[config.mk]
export PLATFORM = sky130hd
export DESIGN_NAME = lzs_job_ctrl
export DESIGN_NICKNAME = d
export VERILOG_FILES = /design/src/rtl/lzs_job_pkg.sv /design/src/rtl/lzs_job_cnt.sv /design/src/rtl/lzs_job_ctrl.sv
export SDC_FILE = /design/constraint.sdc
export NUM_CORES = 1
export LEC_CHECK = 0
export CAP_MARGIN = 20
export CORE_MARGIN = 10
export CORE_UTILIZATION = 35
export DETAILED_ROUTE_END_ITERATION = 7
export GPL_TIMING_DRIVEN = 0
export SLEW_MARGIN = 20
export SYNTH_ARGS = -nofsm -noshare
export SYNTH_HDL_FRONTEND = slang
export SYNTH_SLANG_ARGS = --single-unit
export TNS_END_PERCENT = 10
[constraint.sdc]
create_clock -name wb_clk_i -period 4.3 [get_ports wb_clk_i]
set_clock_uncertainty 0.15 [all_clocks]
set_input_delay 1.075 -clock wb_clk_i [delete_from_list [all_inputs] [get_ports wb_clk_i]]
set_output_delay 1.075 -clock wb_clk_i [all_outputs]
set_load 0.05 [all_outputs]
[src/rtl/lzs_job_pkg.sv]
// lzs_job_pkg: shared constants for the LZS job sequencer.
// State encodings, status codes and descriptor/capability bit positions.
package lzs_job_pkg;

   localparam logic [2:0] ST_IDLE   = 3'd0;
   localparam logic [2:0] ST_PRERST = 3'd1;
   localparam logic [2:0] ST_RUN    = 3'd2;
   localparam logic [2:0] ST_FLUSH  = 3'd3;
   localparam logic [2:0] ST_REPORT = 3'd4;

   localparam logic [1:0] STS_OK      = 2'd0;
   localparam logic [1:0] STS_BADOP   = 2'd1;
   localparam logic [1:0] STS_TIMEOUT = 2'd2;
   localparam logic [1:0] STS_ABORT   = 2'd3;

   localparam int unsigned DC_ENC  = 5;
   localparam int unsigned DC_DEC  = 6;
   localparam int unsigned CAP_ENC = 6;
   localparam int unsigned CAP_DEC = 7;

   // A job is runnable when exactly one operation is requested and the
   // datapath advertises that operation.
   function automatic logic op_valid(input logic enc, input logic dec,
                                     input logic cap_enc, input logic cap_dec);
      return (enc ^ dec) && (enc ? cap_enc : cap_dec);
   endfunction

endpackage

[src/rtl/lzs_job_cnt.sv]
// lzs_job_cnt: saturating run-cycle counter, reset-phase down-counter and
// watchdog compare for lzs_job_ctrl.
// Optional feature macro: LZS_JOB_WATCHDOG_EN (watchdog comparator present).
import lzs_job_pkg::*;

module lzs_job_cnt #(
   parameter int unsigned CW = 24
) (
   input  logic          clk_i,
   input  logic          rst_i,
   input  logic          cyc_clr_i,
   input  logic          cyc_inc_i,
   input  logic          dn_load_i,
   input  logic [3:0]    dn_val_i,
   input  logic [CW-1:0] wd_limit_i,
   output logic [CW-1:0] cyc_nxt_o,
   output logic          dn_zero_o,
   output logic          wd_hit_o
);

   logic [CW-1:0] cyc_q, cyc_d;
   logic [3:0]    dn_q, dn_d;

   // Next-state for the run-cycle counter (clear wins, saturates at all-ones)
   always_comb begin
      cyc_d = cyc_q;
      if (cyc_clr_i) begin
         cyc_d = '0;
      end else if (cyc_inc_i && (cyc_q != '1)) begin
         cyc_d = cyc_q + CW'(1);
      end
   end

   // Next-state for the reset-phase down-counter (stops at zero)
   always_comb begin
      dn_d = dn_q;
      if (dn_load_i) begin
         dn_d = dn_val_i;
      end else if (dn_q != '0) begin
         dn_d = dn_q - 4'd1;
      end
   end

   // Counter registers
   always_ff @(posedge clk_i or posedge rst_i) begin
      if (rst_i) begin
         cyc_q <= '0;
         dn_q  <= '0;
      end else begin
         cyc_q <= cyc_d;
         dn_q  <= dn_d;
      end
   end

   assign cyc_nxt_o = cyc_d;
   assign dn_zero_o = (dn_q == '0);

`ifdef LZS_JOB_WATCHDOG_EN
   // Compare against the post-increment count so the limit cycle itself trips
   assign wd_hit_o = (wd_limit_i != '0) && (cyc_d >= wd_limit_i);
`else
   logic unused_wd_limit;
   assign unused_wd_limit = ^wd_limit_i;
   assign wd_hit_o        = 1'b0;
`endif

endmodule

[src/rtl/lzs_job_ctrl.sv]
// lzs_job_ctrl: job sequencer for the LZS compression/decompression datapath.
// Accepts a descriptor, checks it against the capability byte, brackets the
// job with datapath reset, and returns tag/code/run-cycle status.
// Optional feature macro: LZS_JOB_WATCHDOG_EN (watchdog TIMEOUT path).
import lzs_job_pkg::*;

module lzs_job_ctrl #(
   parameter int unsigned RST_CYCLES = 4,
   parameter int unsigned CW         = 24
) (
   input  logic          wb_clk_i,
   input  logic          wb_rst_i,
   input  logic          cmd_valid,
   output logic          cmd_ready,
   input  logic [23:0]   cmd_dc,
   input  logic [7:0]    cmd_tag,
   output logic          sts_valid,
   input  logic          sts_ready,
   output logic [7:0]    sts_tag,
   output logic [1:0]    sts_code,
   output logic [CW-1:0] sts_cycles,
   input  logic          abort,
   input  logic [CW-1:0] wd_limit,
   input  logic [7:0]    m_cap,
   input  logic          m_endn,
   output logic          m_reset,
   output logic          m_enable,
   output logic [23:0]   dc
);

   logic [2:0]    state_q, state_d;
   logic [1:0]    code_q, code_d;
   logic [7:0]    tag_q, tag_d;
   logic [23:0]   dc_q, dc_d;
   logic          cmd_ready_q, sts_valid_q, m_reset_q, m_enable_q;
   logic [7:0]    sts_tag_q;
   logic [1:0]    sts_code_q;
   logic [CW-1:0] sts_cycles_q;

   logic          cyc_clr, cyc_inc, dn_load, dn_zero, wd_hit;
   logic [3:0]    dn_val;
   logic [CW-1:0] cyc_nxt;
   logic          op_ok, enter_report;

   logic unused_cap;
   assign unused_cap = ^m_cap[5:0];

   assign op_ok = op_valid(cmd_dc[DC_ENC], cmd_dc[DC_DEC], m_cap[CAP_ENC], m_cap[CAP_DEC]);

   lzs_job_cnt #(.CW(CW)) u_cnt (
      .clk_i      (wb_clk_i),
      .rst_i      (wb_rst_i),
      .cyc_clr_i  (cyc_clr),
      .cyc_inc_i  (cyc_inc),
      .dn_load_i  (dn_load),
      .dn_val_i   (dn_val),
      .wd_limit_i (wd_limit),
      .cyc_nxt_o  (cyc_nxt),
      .dn_zero_o  (dn_zero),
      .wd_hit_o   (wd_hit)
   );

   // Job sequencing: next state, status code and counter controls.
   // PRERST is loaded with RST_CYCLES (the accept cycle is not counted) while
   // FLUSH is loaded with RST_CYCLES-1 since its entry cycle already holds reset.
   always_comb begin
      state_d = state_q;
      code_d  = code_q;
      tag_d   = tag_q;
      dc_d    = dc_q;
      cyc_clr = 1'b0;
      cyc_inc = 1'b0;
      dn_load = 1'b0;
      dn_val  = '0;
      case (state_q)
         ST_IDLE: begin
            if (cmd_valid) begin
               dc_d    = cmd_dc;
               tag_d   = cmd_tag;
               cyc_clr = 1'b1;
               if (op_ok) begin
                  state_d = ST_PRERST;
                  dn_load = 1'b1;
                  dn_val  = 4'(RST_CYCLES);
               end else begin
                  state_d = ST_REPORT;
                  code_d  = STS_BADOP;
               end
            end
         end
         ST_PRERST: begin
            if (abort) begin
               state_d = ST_REPORT;
               code_d  = STS_ABORT;
            end else if (dn_zero) begin
               state_d = ST_RUN;
            end
         end
         ST_RUN: begin
            cyc_inc = 1'b1;
            if (!m_endn) begin
               state_d = ST_REPORT;
               code_d  = STS_OK;
            end else if (abort || wd_hit) begin
               state_d = ST_FLUSH;
               code_d  = abort ? STS_ABORT : STS_TIMEOUT;
               dn_load = 1'b1;
               dn_val  = 4'(RST_CYCLES - 1);
            end
         end
         ST_FLUSH: begin
            if (dn_zero) begin
               state_d = ST_REPORT;
            end
         end
         ST_REPORT: begin
            if (sts_ready) begin
               state_d = ST_IDLE;
            end
         end
         default: begin
            state_d = ST_IDLE;
         end
      endcase
   end

   assign enter_report = (state_d == ST_REPORT) && (state_q != ST_REPORT);

   // State, job context and registered outputs
   always_ff @(posedge wb_clk_i or posedge wb_rst_i) begin
      if (wb_rst_i) begin
         state_q      <= ST_IDLE;
         code_q       <= STS_OK;
         tag_q        <= '0;
         dc_q         <= '0;
         cmd_ready_q  <= 1'b1;
         sts_valid_q  <= 1'b0;
         m_reset_q    <= 1'b1;
         m_enable_q   <= 1'b0;
         sts_tag_q    <= '0;
         sts_code_q   <= '0;
         sts_cycles_q <= '0;
      end else begin
         state_q     <= state_d;
         code_q      <= code_d;
         tag_q       <= tag_d;
         dc_q        <= dc_d;
         cmd_ready_q <= (state_d == ST_IDLE);
         sts_valid_q <= (state_d == ST_REPORT);
         m_reset_q   <= (state_d != ST_RUN);
         m_enable_q  <= (state_d == ST_RUN);
         if (enter_report) begin
            sts_tag_q    <= tag_d;
            sts_code_q   <= code_d;
            sts_cycles_q <= cyc_nxt;
         end
      end
   end

   assign cmd_ready  = cmd_ready_q;
   assign sts_valid  = sts_valid_q;
   assign sts_tag    = sts_tag_q;
   assign sts_code   = sts_code_q;
   assign sts_cycles = sts_cycles_q;
   assign m_reset    = m_reset_q;
   assign m_enable   = m_enable_q;
   assign dc         = dc_q;

endmodule

==> out/qor.csv <==
stage,metric,value,unit
route,drt first pass iters,5,
power,Power Total,3.641,mW
power,P_leak,2.485,nW
global_routing,GR Overflow Total,0,
floorplanning,num rows,41,
layout,FF/Latch Area,2580,µm²
setup_path,worst r2r src,u_cnt.dn_q[0],
global_routing,initial antenna violation count,0,
layout,FILL cells,1181,
setup_path,Setup crit start kind,input pin,
clock_tree,CTS Sinks,103,
setup_path,CP endpoint kind,flip-flop,
synth,Synth warnings,0,
layout,Ant. Diodes,0,
sta,unrepaired setup endpoints after global routing,false,
clock_tree,post-CTS sizing,0,
job,Max-Cap Viols,0,
route,Vias,3564,
synth,Mapped Avg Cell Area,11.06,µm²
floorplanning,Die Ht,133.8,µm
setup_path,worst reg2reg path depth,8,
sta,worst-margin pin slew,849.0,ps
sta,Finish-stage setup viols,0,
layout,NumNets Final,595,
sta,fin worst setup slack,683.2,ps
sta,Slew Limit Fails,0,
sta,clock period minus worst slack,3617,ps
synth,library cells used by synthesis,48,
layout,final core occ,0.4791,
clock_tree,Worst-path clk slew,70,ps
setup_path,Setup CP Type,input pin to flip-flop,
clock_tree,CTS Hold Bufs,0,
setup_path,Worst Path Required,4360,ps
synth,"Top FF cell, synth",dfrtp_1,
clock_tree,CTS tree,done,
clock_tree,clk_lat worst skew,350,ps
sta,final period utilization,0.8411,
sta,Fin Hold WS,326.2,ps
route,initial drt markers,313,
sta,Max Clock Freq,0.2765,GHz
route,vias per inst,5.091,
synth,synthesis-stage register bit count,103,
global_routing,vias in the first global route,3609,
global_routing,largest net degree at the start of global routing,81,
sta,Max-slew headroom,0.4315,
clock_tree,TritonCTS buffer count,9,
floorplanning,chip width,133.8,µm
power,PD cells,599.7,nW/µm²
run_status,outcome,"complete, no violations",
setup_path,worst reg-to-reg setup slack,1330,ps
global_routing,Total GRT Usage,0.1347,
min_path,Cells on Worst Hold Path,2,
layout,share of cells above drive strength 1,0.1269,
setup_path,Worst Path Max Fanout,10,
floorplanning,I/O Pins,132,
synth,async set-reset flop share out of synthesis,1.000,
synth,Mapped Cells,410,
setup_path,CP dominant cell by count,clkbuf_1,
setup_path,r2r endpoint,sts_valid,
synth,Post-synth EDFFs,0,
route,Detail Route Antenna Nets,0,
clock_tree,Setup Buffers After CTS,0,
layout,Area Overhead vs Synth,33.92,%
route,Final Routed Wirelength,12040,µm
layout,area of the multi-input gates,1833,µm²
floorplanning,effective utilization at floorplan,0.3578,
route,post-DR wirelength/cell,17.20,µm
floorplanning,core footprint,12670,µm²
setup_path,crit path cell chain,"clkdlybuf4s50_1, nand2_1, o211ai_1, o21a_1, clkbuf_1, clkbuf_1, o41ai_1",
synth,mapped cell area,4533,µm²
power,maximum VDD drop,0.0004196,V
placed_design,Buffers on Ports,101,
setup_path,Crit path largest cell delay,680,ps
setup_path,slowest CP cell,o211ai_1,
min_path,Hold/Removal Path Class,flip-flop to flip-flop,
min_path,Hold Path Sink,sts_cycles[9],
sta,"Hold Vio Cnt, Final",0,
setup_path,CP arrival,3670,ps
clock_tree,Max clock buf depth,2,
global_routing,first-pass GRT wire length,19440,µm
synth,"Seq/Total Area, Yosys",0.5691,
synth,"Net Count, Synth",482,
placed_design,gp weighted congestion,0.8291,
placed_design,Final HPWL DP,8710,µm
min_path,hold_sp,sts_cycles[9],
clock_tree,H-tree levels,3,
floorplanning,die area,17900,µm²
route,# DRC,0,
placed_design,Post-Place Worst Slack,210.2,ps
clock_tree,Clock Tree Root,clkbuf_16,
## placed cells by master, fill, tap and decap left out, drive strengths merged, types with 2 or more instances in the layout
master / Yosys / routed
a21oi: 10 / 10
clkinvlp: 0 / 3
or3: 2 / 2
xor2: 6 / 6
mux2i: 4 / 4
o41ai: 2 / 2
or4: 5 / 5
a211oi: 6 / 6
o31ai: 5 / 5
clkbuf: 11 / 20
o211ai: 7 / 7
nor3: 6 / 6
xnor2: 11 / 11
clkdlybuf4s50: 0 / 101
a21o: 3 / 3
nor3b: 3 / 3
o311a: 4 / 4
nand3: 16 / 16
dfstp: 2 / 2
or2: 2 / 2
o21ai: 28 / 28
nor2: 56 / 56
a221o: 4 / 4
ha: 2 / 2
nor4: 2 / 2
and3: 6 / 6
inv: 7 / 10
buf: 10 / 11
nand4: 8 / 8
and2: 5 / 5
and4: 5 / 5
nand2: 27 / 27
o22ai: 2 / 2
mux2: 33 / 33
dfrtp: 101 / 101
## how the worst max path moves through the flow
stage                   start   endpoint  slack (ps)
finish              cmd_dc[5]  sts_valid         680
global route        cmd_dc[5]  sts_valid         420
CTS                 cmd_dc[5]  sts_valid         600
detailed placement  cmd_dc[5]  sts_valid         210
global placement     wb_rst_i      dc[3]       -1200
floorplan            wb_rst_i  code_q[0]         370
## where the power goes
| group | leakage [nW] | total [mW] | switching (mW) | internal [mW] |
|---|---|---|---|---|
| clock | 0.129 | 0.791 | 0.393 | 0.398 |
| combinational | 1.05 | 1.53 | 0.981 | 0.546 |
| sequential | 1.31 | 1.32 | 0.118 | 1.21 |
| total | 2.49 | 3.64 | 1.49 | 2.15 |
## routing by layer
layer  global-route usage  vias up  routed length, µm
met2               0.2181       81               5997
met1               0.1721     1782               5363
met5                    0        -                  0
li1                     -     1691                  -
met4              0.05079        0                166
met3              0.02987       10                513
## stage by stage
| step | cells | TNS (ps) | cell area [µm²] |
|---|---|---|---|
| final | 700 | 0 | 6071 |
| after CTS | 700 | 0 | 6071 |
| after detailed placement | 684 | 0 | 5792 |
| after global routing | 700 | 0 | 6071 |
| after global placement | 683 | -120860 | 5759 |
| after floorplan | 410 | 0 | 4533 |
## flip-flops by register name, indices dropped and copies added, names as in the netlist
name         cells
dc              24
sts_cycles      24
u_cnt.cyc_q     24
sts_tag          8
tag_q            8
u_cnt.dn_q       4
state_q          3
code_q           2
sts_code         2
cmd_ready        1
m_enable         1
m_reset          1
sts_valid        1
## kinds of logic after synthesis
family                     Yosys count  synth area share
buffers and inverters               28           0.02650
and+or+nand+nor                    148            0.1648
xor gates and xnor gates            17           0.03285
AOI/OAI and AO/OA                   75            0.1104
muxes                               37           0.09081
DFF                                103            0.5691
adders and majority gates            2          0.005519
## worst max-delay path: cells and delay by family
kind	cells	cell delay [ps]
AOI/OAI and AO/OA	3	1110
buffers and inverters	3	1410
and+or+nand+nor	1	70
## layout make-up
class,instances,area share
clock buffers,9,0.03710
repair buffers,102,0.1711
plain buffers,21,0.01546
well taps,172,0.03545
inverters,7,0.005153
flip-flops and latches,103,0.4250
multi-input cells,279,0.3019
clock inverters,7,0.008862
## synth_stat cells (3+ instances only)
cell type | count | area [µm²]
a211oi_1 | 6 | 45.04
a21o_1 | 3 | 22.52
a21oi_1 | 10 | 50.05
a221o_1 | 4 | 40.04
and2_1 | 5 | 31.28
and3_1 | 6 | 37.54
and4_1 | 5 | 43.79
buf_1 | 3 | 11.26
buf_2 | 6 | 30.03
clkbuf_1 | 11 | 41.29
dfrtp_1 | 101 | 2527
inv_1 | 7 | 26.28
mux2_2 | 33 | 371.6
mux2i_1 | 4 | 40.04
nand2_1 | 27 | 101.4
nand3_1 | 16 | 80.08
nand4_1 | 7 | 43.79
nor2_1 | 56 | 210.2
nor3_1 | 6 | 30.03
o211ai_1 | 7 | 52.55
o21ai_0 | 26 | 130.1
o311a_1 | 4 | 40.04
o31ai_1 | 5 | 37.54
or4_1 | 5 | 37.54
xnor2_1 | 11 | 96.34
xor2_1 | 6 | 52.55
Power figures use the tool's default switching activity.
